`src/rtl/freq_ctrl_pkg.sv`:
```
// freq_ctrl_pkg: shared states, widths and gate-scale table for freq_gate_ctrl
package freq_ctrl_pkg;
  typedef enum logic [2:0] {IDLE, CLEAR, GATE, SETTLE, LATCH} state_t;
  localparam int DEF_DIGITS = 6;
  localparam int DATA_W = 4 * DEF_DIGITS;
  localparam int GATE_SCALE_MAX = 1000;
  function automatic int gate_scale(input logic [1:0] sel);
    return sel == 2'd0 ? 1 : sel == 2'd1 ? 10 : sel == 2'd2 ? 100 : GATE_SCALE_MAX;
  endfunction
  function automatic int max3(input int a, input int b, input int c);
    return a > b ? (a > c ? a : c) : (b > c ? b : c);
  endfunction
endpackage

```
`src/rtl/freq_gate_ctrl_gate_timer.sv`:
```
// gate_timer: loadable down-counter that stops at zero with a registered done flag
module gate_timer #(
  parameter int W = 8
) (
  input  logic         clk,
  input  logic         rst,
  input  logic         load,
  input  logic         en,
  input  logic [W-1:0] value,
  output logic         done
);
  logic [W-1:0] cnt;
  always_ff @(posedge clk)
    if (rst) begin
      cnt  <= '0;
      done <= 1'b0;
    end else if (load) begin
      cnt  <= value;
      done <= value == '0;
    end else if (en && cnt != '0) begin
      cnt  <= cnt - 1'b1;
      done <= cnt == W'(1);
    end
endmodule

```
`src/rtl/freq_gate_ctrl.sv`:
```
// freq_gate_ctrl: clear/gate/settle sequencer and result latch for a cascaded BCD frequency counter
// FCTL_GATE_SEL_EN adds gate_sel[1:0] scaling the gate by 1/10/100/1000
module freq_gate_ctrl
  import freq_ctrl_pkg::*;
#(
  parameter int GATE_CYCLES   = 1000,
  parameter int CLR_CYCLES    = 2,
  parameter int SETTLE_CYCLES = 2,
  parameter int DIGITS        = DEF_DIGITS
) (
  input  logic                clk,
  input  logic                clr,
`ifdef FCTL_GATE_SEL_EN
  input  logic [1:0]          gate_sel,
`endif
  input  logic                start,
  input  logic                cont,
  input  logic [4*DIGITS-1:0] bcd_in,
  input  logic                ovf_in,
  input  logic                rd_ack,
  output logic                cnt_clr,
  output logic                cnt_ena,
  output logic                busy,
  output logic [4*DIGITS-1:0] result,
  output logic                result_valid,
  output logic                overflow,
  output logic                overrun
);
`ifdef FCTL_GATE_SEL_EN
  localparam int GATE_MAX = GATE_CYCLES * GATE_SCALE_MAX;
`else
  localparam int GATE_MAX = GATE_CYCLES;
`endif
  localparam int TW = $clog2(max3(CLR_CYCLES, GATE_MAX, SETTLE_CYCLES)) + 1;
  state_t state, state_next;
  logic load, done, sticky;
  logic [TW-1:0] load_val, gate_len;
`ifdef FCTL_GATE_SEL_EN
  logic [1:0] sel_q;
  always_ff @(posedge clk)
    if (clr) sel_q <= '0;
    else if (state_next == CLEAR && state != CLEAR) sel_q <= gate_sel;
  assign gate_len = TW'(GATE_CYCLES * gate_scale(sel_q) - 1);
`else
  assign gate_len = TW'(GATE_CYCLES - 1);
`endif
  // The single timer is reloaded on every state change with that state's length minus one.
  always_comb begin
    state_next = state;
    case (state)
      IDLE:    state_next = (start || cont) ? CLEAR : IDLE;
      CLEAR:   state_next = done ? GATE : CLEAR;
      GATE:    state_next = done ? SETTLE : GATE;
      SETTLE:  state_next = done ? LATCH : SETTLE;
      LATCH:   state_next = cont ? CLEAR : IDLE;
      default: state_next = IDLE;
    endcase
    load = state_next != state;
    load_val = state_next == CLEAR  ? TW'(CLR_CYCLES - 1) :
               state_next == GATE   ? gate_len :
               state_next == SETTLE ? TW'(SETTLE_CYCLES - 1) : '0;
  end
  gate_timer #(.W(TW)) u_timer (
    .clk   (clk),
    .rst   (clr),
    .load  (load),
    .en    (state != IDLE),
    .value (load_val),
    .done  (done)
  );
  // Outputs follow the next state so they line up with the state they describe.
  always_ff @(posedge clk)
    if (clr) begin
      state        <= IDLE;
      cnt_clr      <= 1'b0;
      cnt_ena      <= 1'b0;
      busy         <= 1'b0;
      result       <= '0;
      result_valid <= 1'b0;
      overflow     <= 1'b0;
      overrun      <= 1'b0;
      sticky       <= 1'b0;
    end else begin
      state   <= state_next;
      cnt_clr <= state_next == CLEAR;
      cnt_ena <= state_next == GATE;
      busy    <= state_next != IDLE;
      sticky  <= (state_next == CLEAR && state != CLEAR) ? 1'b0 : sticky | (state == GATE && ovf_in);
      if (state == LATCH) begin
        result       <= bcd_in;
        overflow     <= sticky;
        result_valid <= 1'b1;
        overrun      <= result_valid & ~rd_ack;
      end else if (rd_ack && result_valid) begin
        result_valid <= 1'b0;
        overrun      <= 1'b0;
      end
    end
endmodule
```
`config.mk`:
```
export PLATFORM = sky130hd
export DESIGN_NAME = freq_gate_ctrl
export DESIGN_NICKNAME = d
export VERILOG_FILES = /design/src/rtl/freq_ctrl_pkg.sv /design/src/rtl/freq_gate_ctrl_gate_timer.sv /design/src/rtl/freq_gate_ctrl.sv
export SDC_FILE = /design/constraint.sdc
export NUM_CORES = 1
export LEC_CHECK = 0
export CELL_PAD_IN_SITES_DETAIL_PLACEMENT = 1
export CELL_PAD_IN_SITES_GLOBAL_PLACEMENT = 2
export CORE_ASPECT_RATIO = 0.5
export CORE_MARGIN = 3
export CORE_UTILIZATION = 29
export CTS_CLUSTER_DIAMETER = 120
export CTS_CLUSTER_SIZE = 24
export DETAILED_ROUTE_END_ITERATION = 8
export HOLD_SLACK_MARGIN = 0.08
export PLACE_DENSITY = 0.88
export SLEW_MARGIN = 20
export SYNTH_ARGS = -nofsm -noshare
export SYNTH_HDL_FRONTEND = slang
export SYNTH_HIERARCHICAL = 1
export SYNTH_SLANG_ARGS = --single-unit
export TNS_END_PERCENT = 1
```
`constraint.sdc`:
```
create_clock -name clk -period 5.4 [get_ports clk]
set_input_delay 1.08 -clock clk [delete_from_list [all_inputs] [get_ports clk]]
set_output_delay 1.08 -clock clk [all_outputs]
set_load 0.02 [all_outputs]
```
# Yosys cells after proc, flatten, opt, wreduce, memory -nomap -nowiden
# Index checks and enable logic that the tools add are counted.
# op_classes
reduce_logical	13
bitwise	3
shifts	0
n_eq_ne	10
multipliers	0
div	0
add_sub_neg	1
magnitude_cmp	0
n_mux	16
# op_table
operator	n
11-bit 2-to-1 mux	2
10-bit 2-to-1 mux	2
3-bit one-hot mux with 5 select lines	1
3-bit by 2-bit equality test with 1-bit output, second input constant	4
11-bit by 1-bit equality test with 1-bit output, second input constant	1
11-bit logical NOT	1
11-bit nonzero test	1
11-bit by 1-bit subtractor with 11-bit output, second input constant	1
1-bit 2-to-1 mux	9
3-bit by 1-bit equality test with 1-bit output, second input constant	2
3-bit nonzero test	2
1-bit logical AND	4
2-bit nonzero test	2
3-bit equality test, second input constant	1
3-bit logical NOT	1
3-bit 2-to-1 mux	1
3-bit by 1-bit != test with 1-bit output, second input constant	1
3-bit != test	1
2-bit 2-to-1 mux	1
2-bit OR reduction	1
1-bit bitwise AND	1
1-bit logical OR	1
1-bit inverter	1
1-bit OR	1
# word_totals
reg_bits	46
n_memories	0
latch_bits	0
output_inout_bits	30
romBits	0
input_bits	30
mem_bits_rw	0

# Logic depth before layout (Yosys ltp)
# depth
ltp_word	9
mapped_depth	9

# Hierarchy
# Netlist, hierarchy kept.
# modules_own_cells
mod	cells_each	seq_area_each_um2	n_inst	area_per_inst_um2
freq_gate_ctrl	161	680.7	1	1362.6
gate_timer	90	240.2	1	787.0

# Worst setup path before layout
# OpenSTA, ideal clock, no wires.
# synth_timing
path_kind	input port to flip-flop
startpoint	input port cont
endpoint	register u_timer.cnt[6]
path_buffers	1
setup_time_ps	86
required_time_ps	5314
path_slack_ps	3208
path_stages	6
arrival_time_ps	2107
cell_sequence	nor4_1 > o21bai_1 > inv_1 > clkbuf_1 > nor2_1 > a211oi_1
# synth_via
word_cells_on_any_way	11
classes_between	3 x eq/ne; 6 x mux; 2 x reduce/logical
# synth_rtl
item	line_no	source
start: declaration	freq_gate_ctrl.sv:17	input logic cont,
1-bit logical OR	freq_gate_ctrl.sv:51	IDLE: state_next = (start || cont) ? CLEAR : IDLE;
1-bit 2-to-1 mux	freq_gate_ctrl.sv:51	
3-bit one-hot mux with 5 select lines *	freq_gate_ctrl.sv:50	case (state)
3-bit != test *	freq_gate_ctrl.sv:58	load = state_next != state;
net load	freq_gate_ctrl.sv:36	logic load, done, sticky;
11-bit 2-to-1 mux or 2-bit nonzero test (tied branches)	-	
end signal: assignment	freq_gate_ctrl_gate_timer.sv:18	cnt <= value;
end signal: assignment	freq_gate_ctrl_gate_timer.sv:21	cnt <= cnt - 1'b1;
end: declaration	freq_gate_ctrl_gate_timer.sv:12	logic [W-1:0] cnt;
# The timed path passes the listed nets; every way through them passes the cells marked *.
# A chain may end at the register's enable or synchronous reset.

# Worst setup path in the final report
# layout_timing
startpoint	input port start
endpoint	register u_timer.done
# layout_via
word_cells_on_any_way	13
classes_between	4 x eq/ne; 6 x mux; 3 x reduce/logical
# layout_rtl
item	line_no	source
start: declaration	freq_gate_ctrl.sv:16	input logic start,
1-bit logical OR *	freq_gate_ctrl.sv:51	
1-bit 2-to-1 mux *	freq_gate_ctrl.sv:51	
3-bit one-hot mux with 5 select lines *	freq_gate_ctrl.sv:50	
3-bit != test *	freq_gate_ctrl.sv:58	
net load	freq_gate_ctrl.sv:36	
1-bit 2-to-1 mux or 2-bit nonzero test (tied branches)	-	
end signal: assignment	freq_gate_ctrl_gate_timer.sv:16	done <= 1'b0;
end signal: assignment	freq_gate_ctrl_gate_timer.sv:19	done <= value == '0;
end signal: assignment	freq_gate_ctrl_gate_timer.sv:22	done <= cnt == W'(1);
end: declaration	freq_gate_ctrl_gate_timer.sv:10	output logic done
# Marked as above.

==> flow_summary.toml <==
[detailed_routing]
top_layer_used = "met4"
via_count = 1979
remaining_drc_errors = 0
vias_per_cell = 4.92
m1WireLength_um = 2650
ant_nets = 0
wl_um = 5860
dr.pass1.iters = 4
initialDrtViolationCount = 98
dr_wl_met2_um = 2880
wl_per_cell_um = 14.6
dr_wl_met3_um = 264

[die]
io-pin-count = 60
core_um2 = 6940
start_util = 0.310
die_area_um2 = 8540
die-width_um = 128
die_h_um = 66.9
rows = 21

[run_status]
status = "finished clean"

[synthesis]
syn_area_per_cell_um2 = 8.56
synth.distinct_cells = 53
ys.flop_type = "dfxtp_1"
synth_top_area_frac = 0.428
async_flop_share = 0
synth_edf_count = 0
ys_top_cells_by_count = "nand2_1, dfxtp_1, a21oi_1"
yosys_warnings = 6
yosysMostFrequentCell = "nand2_1"
syn_area_um2 = 2150
yosysTopAreaCell = "dfxtp_1"
seq_area_frac_synth = 0.428
synth_area_leaders = "dfxtp_1, nand2_1, a21oi_1"
syn-instance-count = 251
ys_ff_latch = 46

[clocking]
numCtsBuffers = 5
cts_sinks = 46
post_cts_resized = 0
path_clk_slew_ns = 0.06
worstSkewPairLatency_ns = 0.28
h-tree-depth = 2
postCtsHoldBufs = 0
root_buffer = "clkbuf_16"
max-clock-path-buffers = 2
post-cts-setup-buffer-count = 0
tritoncts = "done"

[worst_setup_path]
cp_cell_sequence = "clkdlybuf4s50_1 -> nor4_1 -> o21bai_1 -> inv_1 -> nand3_1 -> o221ai_1 -> o311a_1"
cpMaxStageDelayCell = "o21bai_1"
path_buf_inv = 2
critPathKind = "input pin to flip-flop"
worstPathRequired_ns = 5.57
critPathMaxStageDelay_ns = 0.68
worstSetupStartpoint = "start"
worst_ep_arrival_time_ns = 3.31
r2r-start = "state[1]$_SDFF_PP0_"
cp_max_fo = 16
cp-start-kind = "input pin"
endpoint_kind = "flip-flop"
crit_family = "buffers and inverters"

[grt]
antenna_found_initial = 0
grt_usage = 0.146
grt_overflow = 0
grt_pass1_vias = 2064
grt_pass1_wl_um = 10100
grt_max_degree = 41

[timing]
fin_skew_ns = 0.00188
finalCritPeriodShare = 0.581
rsz0062_at_grt = "false"
max_clock_freq_mhz = 319
fin_crit_ns = 3.14
setup_viol = 0
tightestPinTransition_ns = 1.04
slew_headroom = 0.306
hold_viol = 0
tns_ns = 0
drv_slew = 0

[hold_path]
worstHoldStart = "result[1]$_SDFFE_PP0N_"
hold_path_class = "flip-flop to flip-flop"

[placement]
io_buffers = 59
hpwl_um = 4060
placed_cell_area_um2 = 2760
gp_congestion = 0.827

[power_and_ir_drop]
p_leak_uw = 0.000992
max-vdd-ir-drop_mv = 0.169
power.density_nw_per_um2 = 352

[final_layout]
drive_gt1_frac = 0.0742
area_growth_pct = 35.2
nets = 341
fin_area_um2 = 2910
n_antenna_cell = 0

[run]
max_cap_violations = 0
-- power breakdown --
| part | leakage (µW) | internal (µW) | switching [µW] |
|---|---|---|---|
| clock | 0.0000708 | 172 | 132 |
| combinational | 0.000547 | 131 | 171 |
| sequential | 0.000374 | 371 | 45.5 |
-- cell families after synthesis --
logic type,share of synthesized area
compound gates,0.214
xor+xnor,0.00815
fa+ha+maj,0.0116
buf+inv,0.0634
flops,0.428
mux,0.00931
other cells,0.00174
simple gates,0.264
-- flip-flops by register name, summed over array words and instances (netlist names) --
signal        flops
overrun           1
sticky            1
cnt_ena           1
u_timer/cnt      11
busy              1
state             3
u_timer/done      1
cnt_clr           1
result_valid      1
overflow          1
result           24
-- stage by stage --
stage                     setup slack (ns)  std cells  hold WS (ns)  power (µW)  utilization
after floorplan                       3.21        256         0.441         643            -
after global placement                2.08        394         0.441         712        0.398
after detailed placement              1.95        394         0.451         725        0.398
after CTS                             2.28        402         0.460        1030        0.419
after global routing                  1.95        402         0.482        1100        0.419
final                                 2.26        402         0.454        1020        0.419
-- cell usage in the layout (no fill, tap or decap), types with 3 or more instances in the layout --
master and n:
nand2_1 56, nor2_1 19, dfxtp_1 46, clkdlybuf4s50_1 59, o21a_1 3, nand3_1 5
a211oi_1 4, o21bai_1 3, a21oi_1 32, o21ai_0 5, inv_1 5, nor3_1 5
conb_1 6, clkbuf_16 5, nand2b_1 4, nor4_1 4
-- worst reg2reg max path: cells and delay by family, from the launching register on --
| family | cells | cell delay, ns |
|---|---|---|
| and+or+nand+nor | 3 | 0.53 |
| buffers and inverters | 1 | 0.46 |
| DFF | 1 | 0.47 |
| AOI/OAI and AO/OA | 3 | 0.98 |
-- cell type report --
class	instances	area (µm²)
sequential	46	921
clock buffer	6	129
inverter	5	18.8
timing repair buffer	60	598
multi-input combinational	191	1110
clock inverter	2	13.8
fill	814	4030
tap	92	115
-- final timing paths --
kind	endpoint	slack (ns)	cells past startpoint
setup / recovery	u_timer/done$_SDFFE_PP0P_	2.26	7
hold / removal	result[1]$_SDFFE_PP0N_	0.45	2
setup reg to reg	u_timer/done$_SDFFE_PP0P_	2.85	7
hold reg to reg	result[1]$_SDFFE_PP0N_	0.45	2
-- per-layer routing --
metal  vias up  global-route usage
li1        982                   -
met1       948               0.180
met2        41               0.264
met3         8              0.0304
met4         0              0.0357
met5         -                   0
(Power assumes the default switching activity.)
